[src/rtl/div_issue_ctrl_pkg.sv]
// Shared defines for the EX-stage divider issue controller: ALU codes,
// divider handshake levels, reset level and controller state encoding.
package div_issue_ctrl_pkg;

    localparam logic [4:0]  DIV_CONTROL  = 5'b11010;
    localparam logic [4:0]  DIVU_CONTROL = 5'b11011;

    localparam logic        DivStart     = 1'b1;
    localparam logic        DivStop      = 1'b0;

    localparam logic        RstEnable    = 1'b1;
    localparam logic [31:0] ZeroWord     = 32'h0000_0000;

    typedef enum logic [1:0] {
        DIVC_IDLE = 2'b00,
        DIVC_BUSY = 2'b01,
        DIVC_DONE = 2'b10
    } divc_state_e;

endpackage

[src/rtl/div_issue_ctrl.sv]
// Issues DIV/DIVU to the multi-cycle divider, stalls EX until the result is
// ready, and emits a one-cycle HI/LO write (remainder->HI, quotient->LO).
module div_issue_ctrl
    import div_issue_ctrl_pkg::*;
#(
    parameter int OP_W   = 5,
    parameter int DATA_W = 32
) (
    input  logic              clk,
    input  logic              rst,
    input  logic              ex_valid_i,
    input  logic [OP_W-1:0]   ex_op_i,
    input  logic [DATA_W-1:0] ex_src_a_i,
    input  logic [DATA_W-1:0] ex_src_b_i,
    input  logic              ex_hold_i,
    input  logic              flush_i,
    input  logic              div_ready_i,
    input  logic [63:0]       div_result_i,
    output logic              div_start_o,
    output logic              div_annul_o,
    output logic [OP_W-1:0]   div_op_o,
    output logic [DATA_W-1:0] div_opa_o,
    output logic [DATA_W-1:0] div_opb_o,
    output logic              stall_req_o,
    output logic              hilo_we_o,
    output logic [DATA_W-1:0] hi_o,
    output logic [DATA_W-1:0] lo_o
);

    localparam logic [OP_W-1:0] DIV_OP  = OP_W'(DIV_CONTROL);
    localparam logic [OP_W-1:0] DIVU_OP = OP_W'(DIVU_CONTROL);

    divc_state_e       state_q, state_d;
    logic              start_q, start_d;
    logic              annul_q, annul_d;
    logic              we_q, we_d;
    logic [OP_W-1:0]   op_q, op_d;
    logic [DATA_W-1:0] opa_q, opa_d;
    logic [DATA_W-1:0] opb_q, opb_d;
    logic [DATA_W-1:0] hi_q, hi_d;
    logic [DATA_W-1:0] lo_q, lo_d;
    logic              stall;
    logic              is_div;

    assign is_div = ex_valid_i & ((ex_op_i == DIV_OP) | (ex_op_i == DIVU_OP));

    always_comb begin
        state_d = state_q;
        start_d = start_q;
        annul_d = 1'b0;
        we_d    = 1'b0;
        op_d    = op_q;
        opa_d   = opa_q;
        opb_d   = opb_q;
        hi_d    = hi_q;
        lo_d    = lo_q;
        stall   = 1'b0;
        case (state_q)
            DIVC_IDLE: begin
                if (is_div && !flush_i) begin
                    op_d    = ex_op_i;
                    opa_d   = ex_src_a_i;
                    opb_d   = ex_src_b_i;
                    start_d = DivStart;
                    stall   = 1'b1;
                    state_d = DIVC_BUSY;
                end
            end
            DIVC_BUSY: begin
                stall = !div_ready_i;
                // A flush wins over a simultaneous ready: the result is dropped.
                if (flush_i) begin
                    annul_d = 1'b1;
                    start_d = DivStop;
                    state_d = DIVC_IDLE;
                end else if (div_ready_i) begin
                    hi_d    = div_result_i[DATA_W +: DATA_W];
                    lo_d    = div_result_i[0 +: DATA_W];
                    we_d    = 1'b1;
                    start_d = DivStop;
                    state_d = DIVC_DONE;
                end
            end
            DIVC_DONE: begin
                start_d = DivStop;
                if (ex_hold_i && !flush_i) begin
                    state_d = DIVC_DONE;
                end else begin
                    // A new division seen here is issued from IDLE next cycle.
                    stall   = is_div && !flush_i;
                    state_d = DIVC_IDLE;
                end
            end
            default: state_d = DIVC_IDLE;
        endcase
    end

    always_ff @(posedge clk) begin
        if (rst == RstEnable) begin
            state_q <= DIVC_IDLE;
            start_q <= DivStop;
            annul_q <= 1'b0;
            we_q    <= 1'b0;
            op_q    <= '0;
            opa_q   <= ZeroWord;
            opb_q   <= ZeroWord;
            hi_q    <= ZeroWord;
            lo_q    <= ZeroWord;
        end else begin
            state_q <= state_d;
            start_q <= start_d;
            annul_q <= annul_d;
            we_q    <= we_d;
            op_q    <= op_d;
            opa_q   <= opa_d;
            opb_q   <= opb_d;
            hi_q    <= hi_d;
            lo_q    <= lo_d;
        end
    end

    assign div_start_o = start_q;
    assign div_annul_o = annul_q;
    assign hilo_we_o   = we_q;
    assign div_op_o    = op_q;
    assign div_opa_o   = opa_q;
    assign div_opb_o   = opb_q;
    assign hi_o        = hi_q;
    assign lo_o        = lo_q;
    assign stall_req_o = stall;

endmodule

[config.mk]
export PLATFORM = sky130hd
export DESIGN_NAME = div_issue_ctrl
export DESIGN_NICKNAME = d
export VERILOG_FILES = /design/src/rtl/div_issue_ctrl_pkg.sv /design/src/rtl/div_issue_ctrl.sv
export SDC_FILE = /design/constraint.sdc
export NUM_CORES = 1
export LEC_CHECK = 0
export CORE_AREA = 2 2 122 124
export DETAILED_ROUTE_END_ITERATION = 8
export DIE_AREA = 0 0 124 126
export PLACE_DENSITY = 0.76
export SLEW_MARGIN = 25
export SYNTH_ARGS = -nofsm -noshare
export SYNTH_HDL_FRONTEND = slang
export SYNTH_SLANG_ARGS = --single-unit
export TNS_END_PERCENT = 100
[constraint.sdc]
create_clock -name clk -period 1.57 [get_ports clk]
set_input_delay 0.314 -clock clk [delete_from_list [all_inputs] [get_ports clk]]
set_output_delay 0.314 -clock clk [all_outputs]
set_load 0.05 [all_outputs]
==> run summary <==
The compound-gate portion of the synthesized area is 0.1463. In this run the worst hold path is classified as in2reg. The worst setup path is captured at a primary output. The initial detailed-routing violation count came out at 244. Number of nets produced by synthesis: 761. Post-synthesis simple-gate area fraction: 0.2268. The number of standard cells in the layout, taps in and fillers out is 1108.

The tools report the number of setup violations in the final report as 1. The via count of the first global-routing pass is 4554, and the multiplexer share of the synthesized area is 0. Once detail routing completed, the nets flagged for antenna violations numbered 0. The total clock buffers created by CTS is 17, and the hold violation count in the final report is 0. The die is 124 um wide.

The startpoint of the most critical register-to-register path is state_q[0]. For the final routed database, the setup TNS stands at -0.3303 ns. The cell count of the worst reg-to-reg path is 8, and the portion of the clock cycle consumed by the worst path in the final layout is 1.210. The average footprint of a synthesized cell works out to 7.944 um2. The run gives 0.1867 as the global-route total usage across every layer. The tools report the initial antenna violation count as 0. CTS saw 138 sinks. After global routing the overflow that remains totals 0. In this run the power density over the cells is 997.3 nW/um2.

Setup repair after global routing could not meet its margin everywhere. During synthesis, Yosys emitted a total of 0 warnings. The tools report the post-route worst setup slack as -0.3303 ns. The pin count of the biggest net entering global routing was 66. The flow ran to the end, but the final reports show violations. Proportion of layout cells with a drive suffix above 1: 0.2468.

For the count of different cell masters after synthesis, the log shows 26. The tool flagged a number of max-cap violations equal to 0. The logs give 44 for the number of rows in the core area and 3.423 nW for the total leakage power.

The switching part of the total power was 0.2063. In the final layout, the multi-input gates occupy 1974 um2. In this run, synthesis produced a sequential element count of 138. The internal power of the cells totals 6.824 mW.

The iteration count of the initial detailed-routing pass is 4, and the total die area is 15620 um2. Sorting the synthesized cells by area gives the leading types as sky130_fd_sc_hd__dfxtp_1 56%, sky130_fd_sc_hd__nand2_1 20%, sky130_fd_sc_hd__a21oi_1 14%. The net total in the final layout is 1056. The total via count in the routed design was 5089. The highest clock rate is 526.2 MHz. The number of buffers between clock root and the deepest sink was 2. The total area of sequential cells is 2765 um2, and the antenna cell count is 0. The total power after layout is 8.597 mW, and the setup slack of the worst register-to-register path is 0.01 ns. The netlist area before placement is 4893 um2, and the area share of the leading cell type in the synthesized netlist is 0.5646. The cell count after synthesis was 616; the clock transition at the registers of the reported paths was 0.06 ns. The worst slew margin relative to its limit was 0.7684. The largest fanout on the critical path came out at 3. The cell taking the most area after synthesis was sky130_fd_sc_hd__dfxtp_1.

The final worst hold slack is 0.2716 ns, and the area inside the core boundary is 14310 um2. After detailed routing, the average wire length per cell comes to 14.26 um. Initial core utilization: 0.3419. In this run the most critical hold path is launched from flush_i. The xor-xnor portion of the synthesized cell area was 0. 276 I/O pins were placed. Number of vias per cell: 4.593. The post-synthesis share of cell area spent on full adders, half adders and majority gates works out to 0.01534. The tools report the clock share of power as 0.514. The worst-case IR drop observed on VDD is 655.1 uV. Counting I/O delays and the setup requirement, the final critical path takes 1.900 ns.

For the arrival time at the worst endpoint, the log shows 1.59 ns. The worst hold path terminates at div_annul_o. The clock latency reported for the late side of the worst-skew pair was 0.41 ns; the wire length of the first global-routing pass was 22.81 mm. The HPWL after detailed placement is 10.40 mm.

The checks that failed: setup timing. The critical path in this run is classified as reg2out. At the worst endpoint, the required time is 1.26 ns. During placement, the flow inserted port buffers numbering 275. The worst setup path is launched from a flip-flop. The endpoint identified for the worst register-to-register timing path is div_opb_o[28]. TritonCTS built the clock tree. The total DRC errors in the routed layout came out at 0.

The slew at the pin with the worst max-slew slack works out to 0.3473 ns. The logs give 1066 for the post-placement cell count and 0.5646 for the sequential-to-total area share from yosys stat. The count of cells along the worst hold path is 2. Routability-driven placement finished with a final weighted congestion of 0.7828. The buffer cell driving the clock tree root was sky130_fd_sc_hd__clkbuf_16. From bottom edge to top edge, the die measures 126 um.

Summed over all nets, the switching power comes to 1.774 mW. By area, the combinational part of the netlist is dominated by simple AND/OR/NAND/NOR gates. The logs give 0 for the number of max-slew violations in the final report and 0.075 for the portion of total power attributed to combinational logic. The routed design has 15.80 mm of wire. Compared with the post-synthesis result, the final layout area differs by 76.17%. The number of levels in the clock H-tree came out at 4. The run gives 1286 as the filler cell count in the final layout. Between clock sinks in the finished design, the worst skew comes to 0.009491 ns. The sequential group share of total power was 0.411.
-- cell usage after synthesis --
library cell,n
sky130_fd_sc_hd__buf_2,16
sky130_fd_sc_hd__dfxtp_1,138
sky130_fd_sc_hd__and4b_1,1
sky130_fd_sc_hd__and3_1,2
sky130_fd_sc_hd__nor2_2,1
sky130_fd_sc_hd__nand2b_1,3
sky130_fd_sc_hd__o22ai_1,1
sky130_fd_sc_hd__a32oi_1,1
sky130_fd_sc_hd__clkbuf_1,18
sky130_fd_sc_hd__a211oi_1,1
sky130_fd_sc_hd__a31oi_1,1
sky130_fd_sc_hd__nor2_1,9
sky130_fd_sc_hd__buf_4,8
sky130_fd_sc_hd__or2_2,1
sky130_fd_sc_hd__nand2_1,259
sky130_fd_sc_hd__ha_1,6
sky130_fd_sc_hd__a2bb2oi_1,1
sky130_fd_sc_hd__nand3_1,3
sky130_fd_sc_hd__o21ai_0,2
sky130_fd_sc_hd__a21o_1,1
sky130_fd_sc_hd__nor2b_1,1
sky130_fd_sc_hd__nand4b_1,1
sky130_fd_sc_hd__nor3_2,1
sky130_fd_sc_hd__inv_1,6
sky130_fd_sc_hd__nor3_1,2
sky130_fd_sc_hd__a21oi_1,132
-- worst max-delay path, cell delays in order (launching register included) --
cell and delay, ns:
sky130_fd_sc_hd__dfxtp_2 0.32, sky130_fd_sc_hd__buf_4 0.14, sky130_fd_sc_hd__ha_2 0.18, sky130_fd_sc_hd__buf_4 0.14, sky130_fd_sc_hd__a32oi_2 0.17, sky130_fd_sc_hd__nor2_2 0.08, sky130_fd_sc_hd__buf_12 0.15
-- layout make-up --
| class | instances | area share |
|---|---|---|
| repair buffers | 318 | 0.3453 |
| flip-flops and latches | 138 | 0.3208 |
| multi-input cells | 430 | 0.2290 |
| clock buffers | 21 | 0.05341 |
| well taps | 184 | 0.02671 |
| clock inverters | 11 | 0.02221 |
| inverters | 6 | 0.002612 |
-- cells in the final DEF (no fill, tap or decap), types with 2 or more instances in the layout --
cell,instances
sky130_fd_sc_hd__buf_6,3
sky130_fd_sc_hd__nand2_1,259
sky130_fd_sc_hd__clkinv_2,3
sky130_fd_sc_hd__clkbuf_1,2
sky130_fd_sc_hd__bufinv_16,5
sky130_fd_sc_hd__nand3_1,2
sky130_fd_sc_hd__buf_12,11
sky130_fd_sc_hd__and3_1,2
sky130_fd_sc_hd__a21oi_1,131
sky130_fd_sc_hd__clkbuf_8,2
sky130_fd_sc_hd__clkbuf_16,22
sky130_fd_sc_hd__clkinv_4,2
sky130_fd_sc_hd__nor2_1,8
sky130_fd_sc_hd__clkdlybuf4s50_1,136
sky130_fd_sc_hd__ha_4,2
sky130_fd_sc_hd__buf_4,161
sky130_fd_sc_hd__inv_1,4
sky130_fd_sc_hd__inv_2,2
sky130_fd_sc_hd__dfxtp_2,2
sky130_fd_sc_hd__nand2b_1,3
sky130_fd_sc_hd__nor3_1,2
sky130_fd_sc_hd__ha_1,3
sky130_fd_sc_hd__dfxtp_1,136
-- flip-flops by register name (all words and copies together) (netlist names) --
signal	flops
div_opa_o	32
div_opb_o	32
hi_o	32
lo_o	32
div_op_o	5
state_q	2
div_annul_o	1
div_start_o	1
hilo_we_o	1
-- kinds of logic (layout without fill, tap and decap cells) --
| kind of cell | after synthesis | after routing |
|---|---|---|
| fa+ha+maj | 6 | 6 |
| buf+inv | 48 | 356 |
| simple gates | 284 | 284 |
| flops | 138 | 138 |
| compound gates | 140 | 140 |
-- metrics by stage --
stage | util | setup slack, ns | cell area, um2
floorplan | - | 0.001204 | 4896
global placement | 0.5381 | -0.3368 | 7702
detailed placement | 0.5381 | -0.3221 | 7702
CTS | 0.5877 | -0.3467 | 8412
global route | 0.6023 | -0.4041 | 8621
finish | 0.6023 | -0.3303 | 8621
-- worst max path at each step --
stage | from | to | slack, ns | cells after the start
after floorplan | state_q[0] | stall_req_o | 0.001 | 5
after global placement | flush_i | stall_req_o | -0.34 | 6
after detailed placement | flush_i | stall_req_o | -0.32 | 6
after CTS | state_q[1] | stall_req_o | -0.35 | 6
after global routing | state_q[1] | stall_req_o | -0.40 | 6
final | state_q[0] | stall_req_o | -0.33 | 6
-- repair_timing --
action | CTS | global route
pin swaps | 3 | 1
gates resized for setup | 12 | 13
buffers inserted | 2 | 3
gates cloned | 0 | 5
endpoints found under the setup margin | 47 | 84
hold buffers | 0 | 0
-- power by group through the flow --
| stage | Sequential (mW) | Combinational (mW) | Clock, mW |
|---|---|---|---|
| after global routing | 3.53 | 0.683 | 4.66 |
| after CTS | 3.53 | 0.631 | 4.50 |
| after floorplan | 3.68 | 0.109 | 0 |
| after detailed placement | 3.61 | 0.622 | 0 |
| after global placement | 3.61 | 0.622 | 0 |
| final | 3.53 | 0.643 | 4.42 |
-- layer usage --
metal / wire length (um) / vias up / track usage / part of all wire
li1: - / 2575 / - / -
met1: 6626 / 2336 / 0.2168 / 0.42
met2: 7857 / 163 / 0.3187 / 0.50
met3: 1102 / 15 / 0.06114 / 0.070
met4: 212 / 0 / 0.06742 / 0.013
met5: 0 / - / 0 / 0
No activity file was read; power rests on OpenSTA's default activity.
